**config.mk**
```make
export PLATFORM = sky130hd
export DESIGN_NAME = serial_deserializer
export DESIGN_NICKNAME = d
export VERILOG_FILES = /design/src/rtl/serial_deserializer.sv
export SDC_FILE = /design/constraint.sdc
export NUM_CORES = 1
export LEC_CHECK = 0
export CELL_PAD_IN_SITES_DETAIL_PLACEMENT = 0
export CELL_PAD_IN_SITES_GLOBAL_PLACEMENT = 1
export CORE_MARGIN = 2
export CORE_UTILIZATION = 25
export DETAILED_ROUTE_END_ITERATION = 6
export GPL_ROUTABILITY_DRIVEN = 0
export PLACE_DENSITY = 0.5
export SLEW_MARGIN = 10
export SYNTH_ARGS = -nofsm -noshare
export SYNTH_HDL_FRONTEND = slang
export SYNTH_SLANG_ARGS = --single-unit
```
**constraint.sdc**
```tcl
create_clock -name CK -period 1.9 [get_ports CK]
set_input_delay 0.285 -clock CK [delete_from_list [all_inputs] [get_ports CK]]
set_output_delay 0.285 -clock CK [all_outputs]
set_load 0.005 [all_outputs]
```
**src/rtl/serial_deserializer.sv**
```systemverilog
// Serial-to-parallel receiver: assembles SOF-framed single-bit words into WIDTH-bit
// words and presents them on a valid/ready register, flagging words lost to back-pressure.
module serial_deserializer #(
  parameter int    WIDTH     = 8,
  parameter string MSB_FIRST = "TRUE"
) (
  input  logic             CK,
  input  logic             RST,
  input  logic             D,
  input  logic             D_VALID,
  input  logic             SOF,
  output logic [WIDTH-1:0] Q,
  output logic             Q_VALID,
  input  logic             Q_READY,
  output logic             OVERFLOW,
  output logic             BUSY
);

  localparam int               CW   = $clog2(WIDTH + 1);
  localparam bit               MSBF = (MSB_FIRST == "TRUE");
  localparam logic [CW-1:0]    LAST = CW'(WIDTH - 1);
  localparam logic [WIDTH-1:0] ONE  = {{(WIDTH-1){1'b0}}, 1'b1};

  typedef enum logic {HUNT, SHIFT} state_t;

  state_t           state, state_nxt;
  logic [CW-1:0]    cnt, cnt_nxt;
  logic [WIDTH-1:0] sreg, sreg_nxt;
  logic             done;
  logic             slot_free;

  // Writes received bit number k into its lane of the word, honouring bit order.
  function automatic logic [WIDTH-1:0] place(input logic [WIDTH-1:0] w,
                                             input logic [CW-1:0]    k,
                                             input logic             b);
    logic [CW-1:0]    pos;
    logic [WIDTH-1:0] m;
    pos = MSBF ? (LAST - k) : k;
    m   = ONE << pos;
    return b ? (w | m) : (w & ~m);
  endfunction

  always_comb begin
    state_nxt = state;
    cnt_nxt   = cnt;
    sreg_nxt  = sreg;
    done      = 1'b0;
    if (D_VALID) begin
      if (SOF) begin
        // A new frame start always wins; any partial word is abandoned.
        sreg_nxt  = place('0, '0, D);
        cnt_nxt   = CW'(1);
        state_nxt = SHIFT;
      end else if (state == SHIFT) begin
        sreg_nxt = place(sreg, cnt, D);
        if (cnt == LAST) begin
          done      = 1'b1;
          cnt_nxt   = '0;
          state_nxt = HUNT;
        end else begin
          cnt_nxt = cnt + CW'(1);
        end
      end
    end
  end

  assign slot_free = !Q_VALID || Q_READY;
  assign BUSY      = (state == SHIFT);

  always_ff @(posedge CK) begin
    if (RST) begin
      state    <= HUNT;
      cnt      <= '0;
      sreg     <= '0;
      Q        <= '0;
      Q_VALID  <= 1'b0;
      OVERFLOW <= 1'b0;
    end else begin
      state    <= state_nxt;
      cnt      <= cnt_nxt;
      sreg     <= sreg_nxt;
      OVERFLOW <= 1'b0;
      if (done && slot_free) begin
        Q       <= sreg_nxt;
        Q_VALID <= 1'b1;
      end else begin
        if (done) OVERFLOW <= 1'b1;
        if (Q_VALID && Q_READY) Q_VALID <= 1'b0;
      end
    end
  end

endmodule

```
-- Word-level counts from Yosys, hierarchy flattened
Cells that the tools add are included.
Widths: inputs -> output; s select.
- output and inout port bits: 11
- logic and storage cells: 39
- bits in registers: 23
- reductions and logical operators: 8
- shift-type cells: 1
- bitwise gates (word level): 3
- add/sub/neg operators: 2
- mux-type cells: 18
- equality and inequality tests: 1
- operator list (kind ; count):
    $mux 8 ; 5
    $mux 4 ; 3
    $mux 1 ; 10
    $and 8x8->8 ; 1
    $not 8->8 ; 1
    $or 8x8->8 ; 1
    $shl 1x4->8 const A ; 1
    $add 4x1->4 const B ; 1
    $eq 4x3->1 const B ; 1
    $reduce_bool 2->1 ; 2
    $sub 3x4->4 const A ; 1
    $logic_and 1x1->1 ; 2
    $reduce_and 2->1 ; 1
    $reduce_or 2->1 ; 1
    $logic_not 1->1 ; 1
    $logic_or 1x1->1 ; 1

-- Depth between registers and ports, before layout
- depth after elaboration: 8
- depth in mapped cells: 7
- mapped depth without buffers: 6

-- Worst setup path after synthesis
No wires, ideal clock.
- path kind: register to register
- from: register cnt[0]
- to: register sreg[7]
- stages on the path, launching flop included: 7
- data arrival time: 1316 ps
- buffers on the path: 0
- data required time: 1772 ps
- path slack: 456 ps
- path through: dfxtp_1 inv_1 ha_1 and4bb_2 o21ai_0 mux2i_1 nor2_1
- word-level cells in the longest chain between the ends: 8
- elaborated cells between the ends (all ways): 9
- ends and longest elaborated chain (item ; line ; text):
    from (decl) ; 27 ; logic [CW-1:0] cnt, cnt_nxt;
    from (signal assigned) ; 80 ; cnt <= cnt_nxt;
    $sub 3x4->4 * ; 38 ; pos = MSBF ? (LAST - k) : k;
    $shl 1x4->8 * ; 39 ; m = ONE << pos;
    $not 8->8 ; 40 ; return b ? (w | m) : (w & ~m);
    $and 8x8->8 ; 40 ;
    $mux 8 * ; 40 ;
    $mux 8 * ; 54 ; end else if (state == SHIFT) begin
    $mux 8 * ; 49 ; if (SOF) begin
    $mux 8 * ; 48 ; if (D_VALID) begin
    to (signal assigned) ; 81 ; sreg <= sreg_nxt;
    to (decl) ; 28 ; logic [WIDTH-1:0] sreg, sreg_nxt;
Mark *: on every way between the ends. The rest lies on a longest branch, timed or not.
A chain may end at the register's enable or synchronous reset.

-- Worst setup path after layout
- from: register cnt[2]
- to: register Q[0]
- word-level cells in the longest chain between the ends: 8
- elaborated cells between the ends (all ways): 15
- ends and longest elaborated chain (item ; line ; text):
    $sub 3x4->4 ; 38 ;
    $shl 1x4->8 ; 39 ;
    $not 8->8 ; 40 ;
    $and 8x8->8 ; 40 ;
    $mux 8 ; 40 ;
    $mux 8 ; 54 ;
    $mux 8 ; 49 ;
    $mux 8 ; 48 ;
    to (signal assigned) ; 84 ; Q <= sreg_nxt;
    to (decl) ; 12 ; output logic [WIDTH-1:0] Q,
Several ways; a longest one is shown, not always the timed one.

==> flow_summary.toml <==
[synth]
yosysSeqAreaShare_pct = 42.35
syn_nets = 134
yosys.cell_count.top_type = "nor2_1"
async_flop_share_pct = 0
synth_cell_types = 28
syn_area_um2 = 1087
synth_top_cell_area_share_pct = 42.35
synth_ff_type = "dfxtp_1"
synth_common_cells = "24 x nor2_1, 23 x dfxtp_1, 7 x a31oi_1"
yosysTopAreaCell = "dfxtp_1"
yosys_warnings = 0
synthCells = 122
synthTopCellsByArea = "dfxtp_1 42%, nor2_1 8.3%, ha_1 6.9%, a31oi_1 4.0%, a211oi_2 3.5%"
synth-edff-count = 0
synth-seq-cells = 23
avgSynthCellArea_um2 = 8.912

[cts]
numCtsBuffers = 3
clkSinkCount = 23
cts-hold-fix-buffers = 0
insertion_delay_ns = 0.27
path_clk_slew_ns = 0.09
post_cts_buffers = 0
cts-root-buf = "clkbuf_8"
cts_max_level = 1
ctsResizeCount = 0
clockBufferDepth = 2
cts_tree = "done"

[worst_setup_path]
path_cells = "and4b_4 > nor3b_4 > buf_12 > nor2_1 > a211oi_1"
critPathMaxFanout = 15
crit_path_end_kind = "flop"
r2r_start = "cnt[2]$_SDFFE_PP0P_"
r2r_slack_ns = 0.23
required_ns = 2.08
cp-endpoint = "Q[0]$_SDFFE_PP0P_"
worst_r2r_path_depth = 5
startpoint = "cnt[2]$_SDFFE_PP0P_"
reg2reg_to = "Q[0]$_SDFFE_PP0P_"
slowest_stage = "dfxtp_1"
start_kind = "flop"
critical_path_class = "reg2reg"
worstPathArrival_ns = 1.85
critical-path-max-stage-delay_ns = 0.55

[floorplanning]
initial_core_util_pct = 26.61
core_area_um2 = 4086
die_w_um = 69.95
ioPinCount = 17
die_area_um2 = 4893
fp-row-count = 23
die_height_um = 69.95

[route]
drc_errors = 0
wirelength_mm = 2.598
viasPerCell = 4.916
vias = 939
drt-pass1-iter-count = 4
ant_nets = 0
drtIter0Drc = 35
wl_per_cell_um = 13.60

[sta]
setup_viol = 0
hold_ws_ns = 0.5023
period_minus_slack_ns = 1.674
grt_setup_unrepaired = "false"
tightest_slew_ns = 0.3938
finalHoldViolCount = 0
fin_worst_skew_ns = 0.001518
setup-tns-final_ns = 0
finalCritPeriodShare_pct = 88.11
max_freq_mhz = 597.3
drv_slew = 0
slew_headroom_pct = 73.71

[layout]
antenna_cells = 0
areaGrowthSynthToFinish_pct = 26.47
nNetsFinal = 154
layout-drive-gt1-share_pct = 12.06
fin_util_pct = 33.65

[placement]
dpl.hpwl_mm = 1.914
port_buffers = 16

[global_route]
grt_pass1_wl_mm = 4.498
antenna_found_initial = 0
grt_max_degree = 18
grt_pass1_vias = 871
grt_usage_pct = 11.39
grt_overflow = 0

[pwr]
irDropWorstVdd_mv = 0.2882
internal_power_uw = 665.9
p_sw_share_pct = 24.71
leakagePower_nw = 0.4622
power.share.clock_pct = 36.0
p_comb_share_pct = 8.4
p_seq_share_pct = 55.6
power_switching_uw = 218.5
power_density_nw_per_um2 = 643.2

[hold_path]
hold_class = "reg2reg"

[flow_run]
drv_cap = 0

[status]
outcome = "completed"
per-layer routing:
metal,part of all wire [%],global-route usage (%)
met1,51,16.75
met2,43,16.40
met3,3.7,2.309
met4,1.4,3.846
met5,0,0
critical path: cells and delay by family (launching register included):
kind,cells,cell delay [ns]
simple gates,3,0.62
compound gates,1,0.24
buf+inv,1,0.17
flops,1,0.55
state kept, by name, indices dropped and copies added, names as in the netlist:
signal	count
Q_VALID	1
cnt	4
BUSY	1
sreg	8
OVERFLOW	1
Q	8
how the worst min path moves through the flow:
stage / from / endpoint / cells past startpoint
floorplan: RST / Q[0]$_SDFFE_PP0P_ / 1
global placement: sreg[7]$_SDFF_PP0_ / Q[7]$_SDFFE_PP0P_ / 2
detailed placement: sreg[7]$_SDFF_PP0_ / Q[7]$_SDFFE_PP0P_ / 2
CTS: Q[1]$_SDFFE_PP0P_ / Q[1]$_SDFFE_PP0P_ / 2
global route: Q_VALID$_SDFFE_PP0P_ / OVERFLOW$_SDFF_PP0_ / 2
finish: Q_VALID$_SDFFE_PP0P_ / OVERFLOW$_SDFF_PP0_ / 2
cell families (layout without fill, tap and decap cells):
| group | count (synthesis) | after routing | synth area share (%) |
|---|---|---|---|
| and+or+nand+nor | 57 | 57 | 28.54 |
| DFF | 23 | 23 | 42.35 |
| buffers and inverters | 11 | 30 | 5.292 |
| AOI/OAI and AO/OA | 23 | 23 | 15.08 |
| adders and majority gates | 6 | 6 | 6.904 |
| muxes | 2 | 2 | 1.841 |
stage by stage:
step                      instances  instance area, µm²  total power [mW]  setup slack, ns
final                           191                1375            0.8844           0.2258
after CTS                       191                1375            0.8962           0.2035
after detailed placement        187                1329            0.5772          0.07796
after floorplan                 122                1087            0.5410           0.4564
after global placement          187                1329            0.5773          0.09313
after global routing            191                1375            0.9247           0.1143
power groups by stage:
stage | Sequential, mW | Clock, mW | Combinational [mW]
floorplan | 0.502 | 0 | 0.0392
global placement | 0.503 | 0 | 0.0741
detailed placement | 0.503 | 0 | 0.0742
CTS | 0.492 | 0.330 | 0.0748
global route | 0.493 | 0.348 | 0.0831
finish | 0.492 | 0.318 | 0.0743
area by class of cell:
class | count | area, µm²
clock inverter | 1 | 5.005
clock buffer | 3 | 41.29
timing repair buffer | 23 | 225.2
sequential | 23 | 460.4
tap | 50 | 62.56
fill | 446 | 2711
inverter | 3 | 11.26
multi-input combinational | 88 | 569.3
cell usage in the layout (no fill, tap or decap):
| master | n |
|---|---|
| a41o_1 | 1 |
| nor4_1 | 5 |
| inv_1 | 3 |
| nand4_1 | 5 |
| a31oi_1 | 7 |
| clkbuf_8 | 3 |
| ha_1 | 6 |
| nand2_1 | 6 |
| a21oi_1 | 5 |
| a211oi_2 | 3 |
| buf_12 | 1 |
| mux2i_1 | 2 |
| nand2b_1 | 2 |
| and4b_4 | 1 |
| o21ai_0 | 2 |
| dfxtp_1 | 23 |
| nand3b_1 | 4 |
| a22oi_1 | 1 |
| clkdlybuf4s50_1 | 16 |
| a211oi_1 | 4 |
| nand3_1 | 2 |
| nand4b_1 | 1 |
| clkinv_2 | 1 |
| nor2_1 | 24 |
| nor2b_1 | 3 |
| nor3b_4 | 1 |
| nor3_1 | 2 |
| buf_4 | 6 |
| and4bb_2 | 1 |
No activity file was read; power rests on OpenSTA's default activity.
==> RTL change 1: new RTL, same settings <==
`WIDTH`: 8 -> 16.
--- a/src/rtl/serial_deserializer.sv
+++ b/src/rtl/serial_deserializer.sv
@@ -1,7 +1,7 @@
 // Serial-to-parallel receiver: assembles SOF-framed single-bit words into WIDTH-bit
 // words and presents them on a valid/ready register, flagging words lost to back-pressure.
 module serial_deserializer #(
-  parameter int    WIDTH     = 8,
+  parameter int    WIDTH     = 16,
   parameter string MSB_FIRST = "TRUE"
 ) (
   input  logic             CK,
Interface: changed (resized Q); port bits go from 17 to 25. The function was not compared with the original's and may differ.
==> RTL change 1 against the unedited design <==
- setup slack worse by 0.096 ns
- die area is 69% higher
- highest routed layer unchanged
- sequential power is 72% higher
- routed wire length is 83% higher
- area after synthesis is 74% higher
- sequential cell count is 17 higher
- cell area is 83% higher
- synthesized cell count is 75% higher
- largest cell class unchanged
- total power is 80% higher
- non-clock buffer count is 26 higher
==> RTL change 1: results (changes against the unedited design) <==
[worst_setup_path]
crit_fanout = 3  ; was 15
reg2reg_depth = 7  ; was 5
crit_arrival_ns = 1.98  ; was 1.85 ns
worstReg2RegStart = cnt[0]  ; was cnt[2]
rrSetupSlack_ns = 0.13  ; was 0.23 ns
r2r_end = Q[12]  ; was Q[0]

[logic_synthesis]
synth.area.top_cells = dfxtp_1 42%, a211oi_1 8.3%, nor2_1 7.5%, ha_1 4.0%, o211a_1 3.2%  ; was dfxtp_1 42%, nor2_1 8.3%, ha_1 6.9%, a31oi_1 4.0%, a211oi_2 3.5%
ys_types = 38  ; was 28
ys.flop_type = dfxtp_1  ; unchanged
seq_area_frac_synth_pct = 42.4  ; was 42.3%
syn_area_per_cell_um2 = 8.83  ; was 8.91 µm²
ys_async_sr_fraction_pct = 0  ; unchanged
yosysMostFrequentCell = dfxtp_1  ; was nor2_1
synth_common_cells = 40 x dfxtp_1, 38 x nor2_1, 21 x a211oi_1  ; was 24 x nor2_1, 23 x dfxtp_1, 7 x a31oi_1
syn_nets = 226  ; was 134

[global_route]
use_met1_pct = 16.9  ; was 16.8%
first_global_vias = 1639  ; was 871
grt_pass1_wl_um = 8230  ; was 4500 µm
use_met3_pct = 2.66  ; was 2.31%
grt_max_degree = 41  ; was 18
groute.usage.overall_pct = 12.4  ; was 11.4%
met2_usage_pct = 18.9  ; was 16.4%

[detailed_routing]
met3_wirelength_um = 146  ; was 95 µm
post_drt_via_cell_ratio = 4.64  ; was 4.92
wl_met1_um = 2440  ; was 1340 µm
routed_wl_um = 4740  ; was 2600 µm
drt_iter0_markers = 43  ; was 35
wl_met2_um = 2080  ; was 1130 µm
wl_per_cell_um = 13.4  ; was 13.6 µm

[placed_design]
dp_hpwl_um = 3420  ; was 1910 µm
place_ws_ns = 0.0263  ; was 0.0780 ns
port_buffers = 24  ; was 16
placed_cells = 346  ; was 187
place_area_um2 = 2390  ; was 1330 µm²

[layout]
fin_nets = 266  ; was 154
drive_gt1_share_pct = 15.4  ; was 12.1%
largestRegisters = Q: 16 flops, sreg: 16 flops, cnt: 5 flops  ; was Q: 8 flops, sreg: 8 flops, cnt: 4 flops

[clock_network]
h-tree-depth = 2  ; was 1
cts-buffers-inserted = 5  ; was 3
cts_setup_buffers = 0  ; unchanged
clkLatencyLatePin_ns = 0.29  ; was 0.27 ns

[min_path]
min_from = sreg[15]  ; was Q_VALID
whs_endpoint = sreg[15]  ; was OVERFLOW

[timing]
skew_ns = 0.00310  ; was 0.00152 ns
setup_ws_ns = 0.130  ; was 0.226 ns
fin_hold_ws_ns = 0.482  ; was 0.502 ns
relSlewSlack_pct = 71.6  ; was 73.7%

[power_and_ir_drop]
ir_drop_v = 0.000292  ; was 0.000288 V
pwr-share-clk_pct = 38.8  ; was 36.0%
seqPwrFrac_pct = 53.1  ; was 55.6%
p_total_mw = 1.59  ; was 0.884 mW
p_sw_share_pct = 23.2  ; was 24.7%
p_leak_nw = 0.929  ; was 0.462 nW

[status]
status = completed  ; unchanged

RTL change 1: cell count changes in the layout (fill, tap and decap cells not counted), moves of 6 or more:
cell,delta
a211oi_1,+16
a31oi_1,-7
buf_4,+17
clkdlybuf4s50_1,+8
dfxtp_1,+16
inv_1,+6
nor2_1,+14
nor3_1,+7
o211a_1,+6
RTL change 1: worst max-delay path, stage by stage, from the launching register on:
cell	delay (ns)
dfxtp_1	0.34
ha_2	0.20
ha_1	0.17
nor4bb_1	0.32
buf_4	0.17
mux2i_1	0.19
a21oi_1	0.08
a211oi_1	0.22
RTL change 1: layout make-up:
class / count / area, µm²
multi-input combinational: 149 / 1010
timing repair buffer: 49 / 453
sequential: 40 / 802
inverter: 9 / 33.8
tap: 99 / 124
clock buffer: 7 / 96.3
fill: 800 / 4780
RTL change 1: logic make-up after synthesis:
logic type,synth area share [%]
compound gates,20.9
fa+ha+maj,3.97
buf+inv,5.56
flops,42.4
mux,1.59
simple gates,25.6
==> RTL change 2: new RTL, same flow settings <==
Made on the original files. Make the reset (`RST`) asynchronous in one clocked block.
--- a/src/rtl/serial_deserializer.sv
+++ b/src/rtl/serial_deserializer.sv
@@ -67,7 +67,7 @@
   assign slot_free = !Q_VALID || Q_READY;
   assign BUSY      = (state == SHIFT);
 
-  always_ff @(posedge CK) begin
+  always_ff @(posedge CK or posedge RST) begin
     if (RST) begin
       state    <= HUNT;
       cnt      <= '0;
Behaviour: differs if RST is asserted again (counterexample within 4 cycles, from zero or initial values and one cycle with RST high); with RST held inactive, the same outputs for 10 cycles.
==> RTL change 2 against the unedited design <==
- area after synthesis increased by 14%
- clock skew increased by 0.0037 ns
- setup slack improved by 0.053 ns
- routed wire length increased by 12%
- critical path depth decreased by 4
- sequential cell count unchanged
- cell area increased by 14%
- register-to-register slack improved by 0.12 ns
Power is not compared: it rests on default switching activity, and its combinational part moved more than twofold at a synthesized area within 25%.
==> RTL change 2: results (changes against the unedited design) <==
[status]
status = completed  ; unchanged

[detailed_routing]
wl_met2_um = 1410  ; was 1130 µm
routed_wl_um = 2900  ; was 2600 µm
wl_met1_um = 1400  ; was 1340 µm
highest_layer = met4  ; unchanged
post_drt_via_cell_ratio = 4.60  ; was 4.92
drt_iter0_markers = 41  ; was 35
met3_wirelength_um = 84  ; was 95 µm

[layout]
fin_nets = 154  ; unchanged
layout.cells.non_filler = 208  ; was 191
largestRegisters = Q: 8 flops, sreg: 8 flops, cnt: 4 flops  ; unchanged
diodes = 0  ; unchanged
drive_gt1_share_pct = 12.8  ; was 12.1%

[logic_synthesis]
synthMuxAreaShare_pct = 6.53  ; was 1.84%
syn_area_per_cell_um2 = 10.6  ; was 8.91 µm²
syn_nets = 130  ; was 134
synth_xor_area_share_pct = 0  ; unchanged
synth_adder_area_share_pct = 6.03  ; was 6.90%
synth.area.top_cells = dfrtp_1 46%, a31oi_1 7.5%, ha_1 6.0%, mux2i_1 5.6%, nand2b_1 4.0%  ; was dfxtp_1 42%, nor2_1 8.3%, ha_1 6.9%, a31oi_1 4.0%, a211oi_2 3.5%
ys_async_sr_fraction_pct = 100  ; was 0%
seq_area_frac_synth_pct = 46.2  ; was 42.3%
synth_top_area_share_pct = 46.2  ; was 42.3%
ys.flop_type = dfrtp_1  ; was dfxtp_1
syn_area_um2 = 1240  ; was 1090 µm²
ys_types = 32  ; was 28
synth_common_cells = 23 x dfrtp_1, 15 x a31oi_1, 12 x nand2_1  ; was 24 x nor2_1, 23 x dfxtp_1, 7 x a31oi_1
synth_compound_area_share_pct = 13.4  ; was 15.1%

[global_route]
grt_max_degree = 24  ; was 18
first_global_vias = 960  ; was 871
grt_pass1_wl_um = 4840  ; was 4500 µm
groute.usage.overall_pct = 11.6  ; was 11.4%
met2_usage_pct = 19.1  ; was 16.4%
use_met1_pct = 15.9  ; was 16.8%
use_met3_pct = 3.39  ; was 2.31%

[clock_network]
clockBufferDepth = 2  ; unchanged
cts-buffers-inserted = 3  ; unchanged
clockRootBuffer = clkbuf_8  ; unchanged
cts_setup_buffers = 0  ; unchanged
h-tree-depth = 1  ; unchanged
cts.clk_slew.worst_paths_ns = 0.08
cts-resized-gates = 0  ; unchanged

[placed_design]
placed_cells = 204  ; was 187
port_buffers = 16  ; unchanged
place_area_um2 = 1520  ; was 1330 µm²
dp_hpwl_um = 2170  ; was 1910 µm
place_ws_ns = 0.213  ; was 0.0780 ns

[worst_setup_path]
crit_fanout = 9  ; was 15
slowest_stage = clkdlybuf4s50_1  ; was dfxtp_1
crit_arrival_ns = 1.34  ; was 1.85 ns
critPathMaxStageDelay_ns = 0.56
crit_family = buffers and inverters  ; was simple AND/OR/NAND/NOR gates

[timing]
worstMarginPinSlew_ns = 0.380  ; was 0.394 ns
skew_ns = 0.00525  ; was 0.00152 ns

[power_and_ir_drop]
ir_drop_v = 0.000477
p_leak_nw = 0.759

[min_path]
worstHoldPathType = input pin to async pin  ; was flip-flop to flip-flop

## RTL change 2: final timing paths
| path | start | endpoint | slack (ns) | cells after the start |
|---|---|---|---|---|
| min in group CK | sreg[2] | sreg[2] | 0.50 | 2 |
| min reg2reg | sreg[2] | sreg[2] | 0.50 | 2 |
| max | BUSY | BUSY | 0.28 | 1 |
| max in group asynchronous | RST | cnt[2] | 1.31 | 3 |
| max reg2reg | cnt[0] | sreg[7] | 0.35 | 5 |
| min | RST | cnt[3] | 0.36 | 3 |
## RTL change 2: power by group
group / leakage [nW] / switching, mW / internal [mW]
registers: 0.299 / 0.0895 / 0.626
clock network: 0.0228 / 0.154 / 0.150
logic: 0.437 / 0.248 / 0.286
total: 0.759 / 0.492 / 1.06
## RTL change 2: final cells by class
cell class | instances | area [µm²]
clock buffers | 4 | 45.0
fillers | 505 | 3190
multi-input cells | 81 | 594
repair buffers | 28 | 250
inverters | 5 | 18.8
flip-flops and latches | 23 | 576
well taps | 67 | 83.8
